## src/rtl/seq_multiplier.sv

```systemverilog
// seq_multiplier: iterative shift-add multiplier, one partial product per clock.
//
// A request is accepted in IDLE when start is high. The operands and the mode
// are captured, WIDTH shift-add steps run in CALC, and FINISH writes the result.
// Start-to-done latency is always WIDTH+1 edges. A start that arrives while the
// block is busy is dropped.
//
// Ports
//   clk         system clock, rising edge
//   reset       synchronous active-high reset
//   start       request a multiply (accepted only in IDLE)
//   signed_mode 0 = unsigned operands, 1 = two's-complement operands
//   a, b        multiplicand / multiplier, WIDTH bits
//   busy        high while an operation is in progress
//   done        one-cycle pulse when product has been updated
//   product     2*WIDTH-bit result, held until the next completion
module seq_multiplier #(
  parameter int unsigned WIDTH = 4
) (
  input  logic               clk,
  input  logic               reset,
  input  logic               start,
  input  logic               signed_mode,
  input  logic [WIDTH-1:0]   a,
  input  logic [WIDTH-1:0]   b,
  output logic               busy,
  output logic               done,
  output logic [2*WIDTH-1:0] product
);

  localparam int unsigned PW = 2 * WIDTH;
  localparam int unsigned CW = (WIDTH > 2) ? $clog2(WIDTH) : 1;

  typedef enum logic [1:0] {
    IDLE   = 2'd0,
    CALC   = 2'd1,
    FINISH = 2'd2
  } state_t;

  state_t          state;
  state_t          state_next;

  logic [PW-1:0]    acc;
  logic [PW-1:0]    mcand;
  logic [WIDTH-1:0] mplier;
  logic [CW-1:0]    cnt;
  logic             neg_result;

  logic             capture_c;
  logic             step_c;
  logic             finish_c;
  logic             last_step_c;

  // Magnitude of a WIDTH-bit operand; the most negative value maps to
  // 2^(WIDTH-1), which still fits in WIDTH unsigned bits.
  function automatic logic [WIDTH-1:0] magnitude(input logic [WIDTH-1:0] v,
                                                 input logic             neg);
    return neg ? (~v + WIDTH'(1)) : v;
  endfunction

  assign last_step_c = (cnt == CW'(WIDTH - 1));

  // State register
  always_ff @(posedge clk) begin
    if (reset) begin
      state <= IDLE;
    end else begin
      state <= state_next;
    end
  end

  // Next-state logic
  always_comb begin
    state_next = state;
    case (state)
      IDLE:    if (start) state_next = CALC;
      CALC:    if (last_step_c) state_next = FINISH;
      FINISH:  state_next = IDLE;
      default: state_next = IDLE;
    endcase
  end

  // Datapath control strobes decoded from the current state
  always_comb begin
    capture_c = 1'b0;
    step_c    = 1'b0;
    finish_c  = 1'b0;
    case (state)
      IDLE:    capture_c = start;
      CALC:    step_c    = 1'b1;
      FINISH:  finish_c  = 1'b1;
      default: ;
    endcase
  end

  // Datapath and registered outputs
  always_ff @(posedge clk) begin
    if (reset) begin
      acc        <= '0;
      mcand      <= '0;
      mplier     <= '0;
      cnt        <= '0;
      neg_result <= 1'b0;
      busy       <= 1'b0;
      done       <= 1'b0;
      product    <= '0;
    end else begin
      busy <= (state_next != IDLE);
      done <= finish_c;

      if (capture_c) begin
        mcand      <= {{WIDTH{1'b0}}, magnitude(a, signed_mode & a[WIDTH-1])};
        mplier     <= magnitude(b, signed_mode & b[WIDTH-1]);
        acc        <= '0;
        cnt        <= '0;
        neg_result <= signed_mode & (a[WIDTH-1] ^ b[WIDTH-1]);
      end

      // One partial product per cycle; multiplier consumed LSB first
      if (step_c) begin
        if (mplier[0]) begin
          acc <= acc + mcand;
        end
        mcand  <= mcand << 1;
        mplier <= mplier >> 1;
        cnt    <= cnt + CW'(1);
      end

      if (finish_c) begin
        product <= neg_result ? (~acc + PW'(1)) : acc;
      end
    end
  end

endmodule

```

## config.mk

```make
export PLATFORM = sky130hd
export DESIGN_NAME = seq_multiplier
export DESIGN_NICKNAME = d
export VERILOG_FILES = /design/src/rtl/seq_multiplier.sv
export SDC_FILE = /design/constraint.sdc
export NUM_CORES = 1
export LEC_CHECK = 0
export ABC_CLOCK_PERIOD_IN_PS = 2800
export BUFFER_PORTS_ARGS = -buffer_cell sky130_fd_sc_hd__buf_2
export CORE_MARGIN = 5
export CORE_UTILIZATION = 57
export CTS_CLUSTER_SIZE = 20
export DETAILED_ROUTE_END_ITERATION = 7
export GPL_ROUTABILITY_DRIVEN = 0
export GPL_TIMING_DRIVEN = 0
export PLACE_DENSITY = 0.78
export SETUP_SLACK_MARGIN = 0.5
export SYNTH_ARGS = -nofsm -noshare
export SYNTH_HDL_FRONTEND = slang
export SYNTH_SLANG_ARGS = --single-unit
```

## constraint.sdc

```tcl
create_clock -name clk -period 2.8 [get_ports clk]
set_input_delay 0.42 -clock clk [delete_from_list [all_inputs] [get_ports clk]]
set_output_delay 0.42 -clock clk [all_outputs]
set_load 0.02 [all_outputs]
```

==> impl_metrics.ini <==
[floorplanning]
core_area_um2 = 3080
placementRows = 20
initial_core_util = 0.603
chipHeight_um = 67.1
die_w_um = 67.1
ioPinCount = 22
die_area_um2 = 4500

[clock_network]
htreeDepth = 2
cts_buffers = 5
cts_tree = done
cts_resized = 0
ctsLongestPathBuffers = 2
cts_setup_buffers = 0
cts_sinks = 35
path_clk_slew_ns = 0.10
clockRootBuffer = clkbuf_4
clkLatencyLatePin_ns = 0.32
ctsHoldBuffers = 0

[timing]
timing.final.ws_setup_ns = 0.681
clock.fmax_mhz = 472
relSlewSlack = 0.648
tns_ns = 0
slew_violations = 0
finalSetupViolCount = 0
skew_ns = 0.00326
fin_crit_ns = 2.12
timing.final.crit_share = 0.757
rsz0062_at_grt = false
finalHoldViolCount = 0
worstMarginPinSlew_ns = 0.526

[finish]
syn_to_final_growth_pct = 11.1
nets = 273
ff_latch_area_um2 = 701
drive_gt1_frac = 0.136
diodes = 0
final_util = 0.670
fill_cells = 297
layout_commonest_cell = dfxtp_1
multi_input_area_um2 = 1060
final_cell_mix = dfxtp_1 (35), nor2_1 (27), nand2_1 (22), buf_2 (22), a21oi_1 (19)

[yosys]
ys_seq_elements = 35
syn_nets = 246
synth_seq_area_share = 0.377
syn_inst = 222
synth.distinct_cells = 38
yosysWarnings = 0
syn_avg_cell_area_um2 = 8.36
netlist_area_um2 = 1860

[global_route]
grt_first_pass_wirelength_um = 6330
grt_usage = 0.184
grt_pass1_vias = 1476
antenna_found_initial = 0
grt_overflow = 0
grt_max_degree = 11

[detailed_routing]
dr.first_iter.drc_count = 47
vias_per_cell = 5.40
drc = 0
antenna_left = 0
vias = 1589
wire_per_inst_um = 12.6
totalWireLength_um = 3700
dr.pass1.iters = 4

[power_and_ir_drop]
p_leak_nw = 0.885
ir_worst_vdd_mv = 0.234
powerDensity_nw_per_um2 = 430

[critical_path]
cp-start-kind = register
rr_startpoint = acc[2]
crit_start = acc[2]
crit_type = register to register
cp_num_buf_inv = 0
critPathTopFamily = simple AND/OR/NAND/NOR gates
crit_chain = ha_1 -> o21ai_1 -> nor3_1 -> or4_1 -> nand3_1 -> mux2_1 -> nor2_1
critPathMaxStageDelay_ns = 0.47
worstPathRequired_ns = 3.06
end_kind = register
crit_arrival_ns = 2.38
slowest_stage = or4_1
cp_max_fo = 5

[min_path]
hp-class = input port to register
hp-start = b[3]

[job]
maxCapViolCount = 0

[status]
status = finished, final reports clean

[placed_design]
dp.final_hpwl_um = 2830
portBuffers = 20
dp_slack_ns = 0.697
## cells in the mapped netlist, drive strengths merged
cell    count  area (µm²)
a211oi     10        80.1
a21o        2        15.0
a21oi      19        95.1
a221oi      2        17.5
a22oi       6        45.0
a31oi       1        6.26
and2        2        12.5
and2b       3        22.5
buf         3        21.3
clkbuf     10        37.5
dfxtp      35         701
fa          1        20.0
ha         11         138
inv        10        37.5
mux2        1        11.3
mux2i       4        40.0
nand2      23        93.8
nand3      14        70.1
nor2       27         101
nor2b       4        32.5
nor3        3        15.0
nor3b       2        15.0
o21ai       4        20.0
o21bai      1        7.51
o311ai      1        8.76
o31ai       5        42.5
or2b        1        7.51
or3         2        12.5
or3b        1        8.76
or4         1        7.51
xnor2       5        43.8
xor2        8        70.1
## sequential cells by signal (all words and copies together), names as in the netlist
| name | cells |
|---|---|
| mcand | 8 |
| neg_result | 1 |
| busy | 1 |
| done | 1 |
| product | 8 |
| state | 2 |
| mplier | 4 |
| acc | 8 |
| cnt | 2 |
## where the power goes
part           internal [W]  switching (W)
clock network     0.0000980       0.000160
registers          0.000511     0.00000917
logic             0.0000400      0.0000683
total              0.000649       0.000237
## through the flow
stage | cell area, µm² | total power (W) | cells | hold slack (ns)
global placement | 2010 | 0.000638 | 286 | 0.449
detailed placement | 2010 | 0.000640 | 286 | 0.453
floorplan | 1860 | 0.000605 | 222 | 0.432
CTS | 2060 | 0.000894 | 294 | 0.373
global route | 2060 | 0.000930 | 294 | 0.374
finish | 2060 | 0.000886 | 294 | 0.382
## final cells by class
| cell class | count | share of cell area |
|---|---|---|
| timing repair buffer | 20 | 0.0485 |
| clock buffer | 7 | 0.0218 |
| sequential | 35 | 0.340 |
| multi-input combinational | 164 | 0.514 |
| clock inverter | 1 | 0.00243 |
| tap | 44 | 0.0267 |
| inverter | 10 | 0.0182 |
| buffer | 13 | 0.0285 |
## path summary, 6_finish.rpt
kind	endpoint	slack (ns)	depth (start not counted)
hold / removal	mplier[3]	0.38	3
setup / recovery	acc[7]	0.68	7
setup reg to reg	acc[7]	0.68	7
hold reg to reg	mplier[2]	0.47	2
## layer usage
metal | global-route usage | up-vias | part of all wire
met4 | 0.0532 | 0 | 0.011
met3 | 0.0455 | 4 | 0.071
met2 | 0.313 | 42 | 0.47
li1 | - | 824 | -
met1 | 0.227 | 719 | 0.45
met5 | 0 | - | 0
## worst min-delay path, stage by stage
cell,delay [ns]
buf_2,0.12
nand3_1,0.06
a211oi_1,0.06
## logic make-up after synthesis
family          count (synthesis)  share of synthesized area
compound gates                 51                      0.182
xor+xnor                       13                     0.0613
fa+ha+maj                      12                     0.0849
buf+inv                        23                     0.0519
flops                          35                      0.377
mux                             5                     0.0276
simple gates                   83                      0.215
Power figures use the tool's default switching activity.
